### config.mk
export PLATFORM = sky130hd
export DESIGN_NAME = cic_decim_prog
export DESIGN_NICKNAME = d
export VERILOG_FILES = /design/src/rtl/cic_decim_prog.sv
export SDC_FILE = /design/constraint.sdc
export NUM_CORES = 2
export LEC_CHECK = 0
export BUFFER_PORTS_ARGS = -buffer_cell sky130_fd_sc_hd__buf_2
export CAP_MARGIN = 10
export CORE_MARGIN = 2
export CORE_UTILIZATION = 40
export DETAILED_ROUTE_END_ITERATION = 10
export HOLD_SLACK_MARGIN = 0.06
export PLACE_DENSITY = 0.66
export SYNTH_ARGS = -nofsm -noshare
export SYNTH_HDL_FRONTEND = slang
export SYNTH_SLANG_ARGS = --single-unit
### constraint.sdc
create_clock -name CLK -period 6.6 [get_ports CLK]
set_clock_uncertainty 0.15 [all_clocks]
set_input_delay 0.99 -clock CLK [delete_from_list [all_inputs] [get_ports CLK]]
set_output_delay 0.99 -clock CLK [all_outputs]
set_load 0.02 [all_outputs]
### src/rtl/cic_decim_prog.sv
// Runtime-programmable CIC decimator: STAGES integrators at the input rate, a
// valid-tagged pipelined comb section, gain shift and saturating output.
module cic_decim_prog #(
  parameter int STAGES     = 5,
  parameter int WIDTH      = 81,
  parameter int BITS       = 16,
  parameter int OUT_BITS   = 16,
  parameter int DECIM_BITS = 16,
  parameter int GAIN_BITS  = 8,
  parameter int M          = 1
) (
  input  logic                  CLK,
  input  logic                  RST,
  input  logic [BITS-1:0]       x_in,
  input  logic                  in_valid,
  input  logic [DECIM_BITS-1:0] decim,
  input  logic [GAIN_BITS-1:0]  gain,
  input  logic                  clr_ovf,
  output logic [OUT_BITS-1:0]   x_out,
  output logic                  out_tick,
  output logic                  overflow
);

  localparam logic [DECIM_BITS-1:0] DEC_ZERO = {DECIM_BITS{1'b0}};
  localparam logic [DECIM_BITS-1:0] DEC_ONE  = {{(DECIM_BITS-1){1'b0}}, 1'b1};
  localparam logic [WIDTH-1:0]      ACC_ZERO = {WIDTH{1'b0}};
  localparam logic [OUT_BITS-1:0]   OUT_ZERO = {OUT_BITS{1'b0}};
  localparam logic [OUT_BITS-1:0]   OUT_MAX  = {1'b0, {(OUT_BITS-1){1'b1}}};
  localparam logic [OUT_BITS-1:0]   OUT_MIN  = {1'b1, {(OUT_BITS-1){1'b0}}};
  localparam logic [31:0]           HEADROOM = 32'(WIDTH - OUT_BITS);

  // Slot 0 of each chain is the stage input; slot k is the output of stage k.
  logic [(STAGES+1)*WIDTH-1:0] integ_chain_s;
  logic [(STAGES+1)*WIDTH-1:0] comb_chain_s;
  logic [STAGES:0]             comb_v_s;

  logic [DECIM_BITS-1:0] decim_eff_s;
  logic                  capture_s;

  assign integ_chain_s[0 +: WIDTH] = {{(WIDTH-BITS){x_in[BITS-1]}}, x_in};
  assign decim_eff_s = (decim == DEC_ZERO) ? DEC_ONE : decim;

  for (genvar k = 0; k < STAGES; k++) begin : g_integ
    logic [WIDTH-1:0] integ_q;
    logic [WIDTH-1:0] integ_d;

    // Integrator k accumulates the previous stage (wraps at WIDTH by design).
    always_comb begin
      integ_d = integ_q;
      if (in_valid) begin
        integ_d = integ_q + integ_chain_s[k*WIDTH +: WIDTH];
      end else begin
        integ_d = integ_q;
      end
    end

    // Integrator state register.
    always_ff @(posedge CLK) begin
      if (RST) begin
        integ_q <= ACC_ZERO;
      end else begin
        integ_q <= integ_d;
      end
    end

    assign integ_chain_s[(k+1)*WIDTH +: WIDTH] = integ_q;
  end

  logic [DECIM_BITS-1:0] cnt_q, cnt_d;
  logic [DECIM_BITS-1:0] r_act_q, r_act_d;
  logic [WIDTH-1:0]      c0_q, c0_d;
  logic                  v0_q, v0_d;

  // Frame counter; the ratio is re-latched only on the capture edge.
  always_comb begin
    cnt_d     = cnt_q;
    r_act_d   = r_act_q;
    capture_s = in_valid && (cnt_q == (r_act_q - DEC_ONE));
    if (capture_s) begin
      cnt_d   = DEC_ZERO;
      r_act_d = decim_eff_s;
    end else if (in_valid) begin
      cnt_d   = cnt_q + DEC_ONE;
    end else begin
      cnt_d   = cnt_q;
    end
  end

  // Comb input register takes the pre-update last integrator on capture.
  always_comb begin
    v0_d = capture_s;
    c0_d = c0_q;
    if (capture_s) begin
      c0_d = integ_chain_s[STAGES*WIDTH +: WIDTH];
    end else begin
      c0_d = c0_q;
    end
  end

  // Counter, latched ratio and comb input registers.
  always_ff @(posedge CLK) begin
    if (RST) begin
      cnt_q   <= DEC_ZERO;
      r_act_q <= decim_eff_s;
      c0_q    <= ACC_ZERO;
      v0_q    <= 1'b0;
    end else begin
      cnt_q   <= cnt_d;
      r_act_q <= r_act_d;
      c0_q    <= c0_d;
      v0_q    <= v0_d;
    end
  end

  assign comb_chain_s[0 +: WIDTH] = c0_q;
  assign comb_v_s[0]              = v0_q;

  for (genvar k = 1; k <= STAGES; k++) begin : g_comb
    logic [WIDTH-1:0]   prev_c_s;
    logic               prev_v_s;
    logic [WIDTH-1:0]   c_q, c_d;
    logic               v_q, v_d;
    logic [M*WIDTH-1:0] dly_q, dly_d;
    logic [M*WIDTH-1:0] dly_shift_s;

    assign prev_c_s = comb_chain_s[(k-1)*WIDTH +: WIDTH];
    assign prev_v_s = comb_v_s[k-1];

    if (M == 1) begin : g_m1
      assign dly_shift_s = prev_c_s;
    end else begin : g_m2
      assign dly_shift_s = {dly_q[WIDTH-1:0], prev_c_s};
    end

    // Comb k differences against the oldest delay tap, only when its input is valid.
    always_comb begin
      v_d   = prev_v_s;
      c_d   = c_q;
      dly_d = dly_q;
      if (prev_v_s) begin
        c_d   = prev_c_s - dly_q[M*WIDTH-1 -: WIDTH];
        dly_d = dly_shift_s;
      end else begin
        c_d   = c_q;
        dly_d = dly_q;
      end
    end

    // Comb stage and delay line registers.
    always_ff @(posedge CLK) begin
      if (RST) begin
        c_q   <= ACC_ZERO;
        v_q   <= 1'b0;
        dly_q <= {(M*WIDTH){1'b0}};
      end else begin
        c_q   <= c_d;
        v_q   <= v_d;
        dly_q <= dly_d;
      end
    end

    assign comb_chain_s[k*WIDTH +: WIDTH] = c_q;
    assign comb_v_s[k]                    = v_q;
  end

  logic [31:0]         gain_ext_s;
  logic [31:0]         shift_s;
  logic [WIDTH-1:0]    y_s;
  logic                fits_s;
  logic                sat_s;
  logic [OUT_BITS-1:0] x_out_q, x_out_d;
  logic                out_tick_q, out_tick_d;
  logic                overflow_q, overflow_d;

  // Gain shift, range check and saturation; a saturation beats clr_ovf.
  always_comb begin
    gain_ext_s = 32'(gain);
    if (gain_ext_s >= HEADROOM) begin
      shift_s = 32'd0;
    end else begin
      shift_s = HEADROOM - gain_ext_s;
    end
    y_s        = $signed(comb_chain_s[STAGES*WIDTH +: WIDTH]) >>> shift_s;
    fits_s     = (&y_s[WIDTH-1:OUT_BITS-1]) | ~(|y_s[WIDTH-1:OUT_BITS-1]);
    sat_s      = comb_v_s[STAGES] & ~fits_s;
    out_tick_d = comb_v_s[STAGES];
    x_out_d    = x_out_q;
    if (comb_v_s[STAGES]) begin
      if (fits_s) begin
        x_out_d = y_s[OUT_BITS-1:0];
      end else if (y_s[WIDTH-1]) begin
        x_out_d = OUT_MIN;
      end else begin
        x_out_d = OUT_MAX;
      end
    end else begin
      x_out_d = x_out_q;
    end
    overflow_d = overflow_q;
    if (sat_s) begin
      overflow_d = 1'b1;
    end else if (clr_ovf) begin
      overflow_d = 1'b0;
    end else begin
      overflow_d = overflow_q;
    end
  end

  // Output registers.
  always_ff @(posedge CLK) begin
    if (RST) begin
      x_out_q    <= OUT_ZERO;
      out_tick_q <= 1'b0;
      overflow_q <= 1'b0;
    end else begin
      x_out_q    <= x_out_d;
      out_tick_q <= out_tick_d;
      overflow_q <= overflow_d;
    end
  end

  assign x_out    = x_out_q;
  assign out_tick = out_tick_q;
  assign overflow = overflow_q;

endmodule
## Word-level counts from Yosys, hierarchy flattened

Cells that the tools add are included.

- Register bits: 1352
- Bits in latches: 0
- Bits in writable memories: 0
- Memory bits (read-only): 0
- Input port bits: 44
- Memories kept: 0

- Add/subtract/negate cells: 13
- $mul: 0
- Divide/modulo/power cells: 0
- $lt $le $gt $ge: 1
- Eq/ne operators: 1
- Shift operators: 1
- Multiplexer cells: 8
- Bitwise logic cells: 4
- Reduce and logical (&&, ||, !) cells: 7

Operators by type and width:

| cell | count |
|---|---|
| $add A81 B81 Y81 | 5 |
| $sub A81 B81 Y81 | 5 |
| $sshr A81 B32 Y81 | 1 |
| $mux W16 | 5 |
| $reduce_and A66 Y1 | 1 |
| $reduce_or A66 Y1 | 1 |
| $mux W32 | 1 |
| $add A16 B1 Y16 const B | 1 |
| $eq A16 B16 Y1 | 1 |
| $logic_not A16 Y1 | 1 |
| $sub A16 B1 Y16 const B | 1 |
| $sub A7 B8 Y9 const A | 1 |
| $ge A8 B7 Y1 const B | 1 |
| $reduce_bool A2 Y1 | 2 |
| $mux W1 | 2 |
| $not A1 Y1 | 2 |
| $reduce_or A2 Y1 | 1 |
| $and A1 B1 Y1 | 1 |
| $logic_and A1 B1 Y1 | 1 |
| $or A1 B1 Y1 | 1 |

## Logic depth before layout (Yosys ltp)

- Word-level depth: 9
- Mapped depth: 23

## Least setup slack after synthesis

No wires, ideal clock.

- Path type: input port to flip-flop
- From: in gain[1]
- To: reg x_out_q[12] (netlist: x_out[12])
- Arrival time: 5481 ps
- Data required time: 6318 ps
- Path slack: 838 ps
- Cell stages on the path: 21
- Path buffers: 3
- Cell sequence: clkinv_1 > clkbuf_1 > ha_1 > nor3b_4 > a31oi_4 > nor2_8 > buf_12 > mux2i_1 > o22ai_1 > o31a_1 > a22oi_2 > o21ai_2 > a2111o_1 > or4_4 > nor3_2 > nand4_1 > or3_4 > o2bb2ai_4 > nand3b_1 > buf_4 > o311ai_2

- Word-level cells in the longest chain between the ends: 7

Ends and longest elaborated chain:

| what | line | text |
|---|---|---|
| start, declared | 17 | `input logic [GAIN_BITS-1:0] gain,` |
| $sub A7 B8 Y9 or $ge A8 B7 Y1 (tied branches) | 181, 178 |  |
| $mux W32 * | 178 | `if (gain_ext_s >= HEADROOM) begin` |
| $sshr A81 B32 Y81 * | 183 | `y_s = $signed(comb_chain_s[STAGES*WIDTH +: WIDTH]) >>> shift_s;` |
| $reduce_or A66 Y1 | 184 | `fits_s = (&y_s[WIDTH-1:OUT_BITS-1]) \| ~(\|y_s[WIDTH-1:OUT_BITS-1]);` |
| $not A1 Y1 | 184 |  |
| $or A1 B1 Y1 | 184 |  |
| $mux W16 * | 189 | `if (fits_s) begin` |
| end signal, assigned | 216 | `x_out_q <= x_out_d;` |
| end, declared | 171 | `logic [OUT_BITS-1:0] x_out_q, x_out_d;` |

Mark *: on every way between the ends. The rest lies on a longest branch, timed or not.
A chain may end at the register's enable or synchronous reset.

## Worst setup path after layout

- From: reg g_integ[0].integ_q[2]
- To: reg g_integ[0].integ_q[75]

- Word-level cells in the longest chain between the ends: 1

Ends and longest elaborated chain:

| what | line | text |
|---|---|---|
| start, declared | 44 | `logic [WIDTH-1:0] integ_q;` |
| start signal, assigned | 62 | `integ_q <= integ_d;` |
| $add A81 B81 Y81 | 51 | `integ_d = integ_q + integ_chain_s[k*WIDTH +: WIDTH];` |

Every way passes these cells.

==> results.py <==
metrics = {
    "status": {
        "status": "finished, final reports clean",
    },
    "sta": {
        "slew_viol_final": 0,
        "fmaxAchievable_ghz": 0.1764,
        "setup_viol": 0,
        "rsz0062_at_grt": "false",
        "fin_crit_sh": 0.8588,
        "worst_pin_slew_ns": 1.039,
        "fin_crit_ns": 5.668,
        "tns_ns": 0,
        "finalHoldViolations": 0,
        "slew_headroom": 0.3006,
    },
    "setup_path": {
        "cp_cell_sequence": "ha_1 > o21a_1 > a21oi_1 > a2111oi_2 > a211oi_1 > buf_4 > o41ai_2 > a211oi_1 > buf_4 > o31ai_1 > a31oi_1 > o21a_1 > o21ai_1 > buf_4 > a211o_1 > nor3b_1 > buf_4 > nor2_1 > o21ai_0 > xnor2_1 > o21ai_0",
        "max_stage_delay_ns": 0.58,
        "crit_family": "compound AO/OA/AOI/OAI gates",
        "cp_num_buf_inv": 4,
        "cp_slowest_cell": "o41ai_2",
        "critPathArrivalTime_ns": 6.16,
        "critical_path_class": "reg -> reg",
        "worstSetupEndpointType": "flop",
        "cp_common_cell": "buf_4",
        "crit_path_max_fanout": 5,
        "cp.required_ns": 7.09,
        "start_kind": "flop",
    },
    "final_layout": {
        "fillCellCount": 24290,
        "multi_input_area_mm2": 0.06454,
        "layout.nets": 12580,
        "drive_above_1_share": 0.04552,
        "area_growth_syn_to_layout_pct": 8.386,
        "regArea_mm2": 0.02724,
        "utilization": 0.4353,
    },
    "logic_synthesis": {
        "yosysMostFrequentCell": "nor2_1",
        "postSynthAreaPerCell_um2": 8.052,
        "ys_async_sr_fraction": 0,
        "synth_area_leaders": "dfxtp_1 28%, mux2i_1 11%, ha_1 10%",
        "synth_commonest_cells": "1688 x nor2_1, 1336 x dfxtp_1, 1086 x mux2i_1, 944 x a21oi_1, 803 x ha_1",
        "yosysTopAreaCell": "dfxtp_1",
        "ys_ff_latch": 1352,
        "synth_ff_type": "dfxtp_1",
        "netlist_area_mm2": 0.09642,
        "synthCells": 11970,
        "synth_edf_count": 16,
        "synth_top_area_share": 0.2774,
        "synthesis.nets": 12830,
        "yosysWarnings": 0,
        "yosysSeqAreaShare": 0.2824,
        "synth.distinct_cells": 113,
    },
    "route": {
        "drtPass1Iterations": 8,
        "via_per_inst": 5.372,
        "met1_length_um": 116200,
        "routed-wl-met2_um": 104900,
        "via_count": 80720,
        "drtAntennaViolNets": 0,
        "drc_errors": 0,
        "drt_iter0_markers": 4854,
        "dr_wl_met3_um": 8909,
        "detail_route.wirelength_um": 235800,
        "top_layer_used": "met4",
        "wl_per_cell_um": 15.69,
    },
    "floorplan": {
        "core_area_mm2": 0.2401,
        "die_x_um": 495.0,
        "num_rows": 180,
        "dieArea_mm2": 0.2450,
        "start_util": 0.4016,
        "io_pins": 62,
        "die_h_um": 495.0,
    },
    "clocking": {
        "tritoncts": "yes",
        "cts_num_sinks": 1352,
        "insertion_delay_ns": 0.80,
        "htree_levels": 4,
        "post_cts_resized": 0,
        "post_cts_buffers": 0,
        "root_buffer": "clkbuf_16",
        "clk_pin_slew_ns": 0.06,
        "numCtsBuffers": 149,
        "cts-hold-fix-buffers": 0,
        "clk_path_buf_depth": 3,
    },
    "power": {
        "p_per_area_mw_per_mm2": 196.7,
        "irDropWorstVdd_v": 0.0001997,
        "p_leak_uw": 0.04523,
    },
    "grt": {
        "grt-ovfl-total": 0,
        "track_usage": 0.1867,
        "antenna_found_initial": 2,
        "grt_max_degree": 160,
        "grt_pass1_vias": 75930,
        "grt_first_pass_wirelength_um": 390500,
    },
    "placed_design": {
        "gp_congestion": 0.9475,
        "post-dp-hpwl_um": 175000,
        "port_buffers": 61,
    },
    "worst_hold_path": {
        "hp-class": "in -> reg",
    },
    "run": {
        "drv_cap": 0,
    },
}
## cells in the final DEF (no fill, tap or decap), types with 40 or more instances in the layout
master and n:
buf_4 108, nor3_1 113, inv_1 621, nand2_1 746, nand4_1 131, nor2b_1 133
o31ai_1 48, a31oi_1 126, ha_1 803, a21oi_1 944, and3_1 106, buf_2 59
clkbuf_16 154, and2_1 61, o21bai_1 100, a221oi_1 43, o22ai_1 40, o21a_1 106
a21o_1 547, nand3_1 232, dfxtp_1 1331, mux2i_1 1086, xor2_1 289, nor2_1 1686
clkbuf_1 41, a211oi_1 158, o211ai_1 57, xnor2_1 469, o21ai_0 610, nand2b_1 117
## state kept, by name (all words and copies together), names as in the netlist
| signal | flops |
|---|---|
| out_tick | 1 |
| g_comb.prev_v_s | 1 |
| cnt_q | 16 |
| overflow | 1 |
| g_comb.c_q | 405 |
| g_comb.dly_q | 405 |
| x_out | 16 |
| g_comb.v_q | 5 |
| c0_q | 81 |
| g_integ.integ_q | 405 |
| r_act_q | 16 |
## metrics by stage
step | hold WS [ns] | setup slack (ns) | instances | cell area, um2 | power, uW
4_1_cts | 0.1822 | 0.9093 | 15030 | 104500 | 20770
6_report | 0.2436 | 0.9316 | 15030 | 104500 | 20550
3_3_place_gp | 0.2928 | 0.09047 | 14750 | 99560 | 12290
2_1_floorplan | 0.2900 | 0.8375 | 11970 | 96420 | 11480
3_5_place_dp | 0.2999 | 0.06911 | 14750 | 99560 | 12310
5_1_grt | 0.2054 | 0.6111 | 15030 | 104500 | 21550
## final timing paths
path                              start                endpoint  slack, ns  depth (start not counted)
setup / recovery  g_integ[0].integ_q[2]  g_integ[0].integ_q[75]       0.93                         21
hold / removal                 decim[5]              r_act_q[5]       0.24                          1
setup reg to reg  g_integ[0].integ_q[2]  g_integ[0].integ_q[75]       0.93                         21
hold reg to reg               x_out[15]               x_out[15]       0.31                          2
## cell families (layout without fill, tap and decap cells)
logic type / count (synthesis) / count (layout) / synth area share
fa+ha+maj: 813 / 813 / 0.1063
xor+xnor: 758 / 758 / 0.06886
buf+inv: 1214 / 1081 / 0.04846
mux: 1099 / 1099 / 0.1148
other cells: 0 / 1 / 0
compound gates: 3228 / 3228 / 0.2169
simple gates: 3510 / 3510 / 0.1623
flops: 1352 / 1352 / 0.2824
## cell type report
class,count,share of cell area
tap,3185,0.03813
multi-input combinational,9408,0.6176
timing repair buffer,184,0.01374
inverter,625,0.02247
clock inverter,53,0.005771
clock buffer,219,0.04151
antenna,1,0.00002395
sequential,1352,0.2607
## routing by layer
| metal | track usage | vias to the layer above |
|---|---|---|
| met1 | 0.2569 | 36730 |
| met5 | 0 | - |
| met2 | 0.3051 | 1338 |
| met3 | 0.02508 | 390 |
| li1 | - | 42260 |
| met4 | 0.04926 | 0 |
## power by group
| part | total [uW] | internal (uW) | switching [uW] |
|---|---|---|---|
| logic | 3430 | 1390 | 2040 |
| registers | 8750 | 8450 | 305 |
| clock network | 8370 | 4930 | 3440 |
Power figures use the tool's default switching activity.
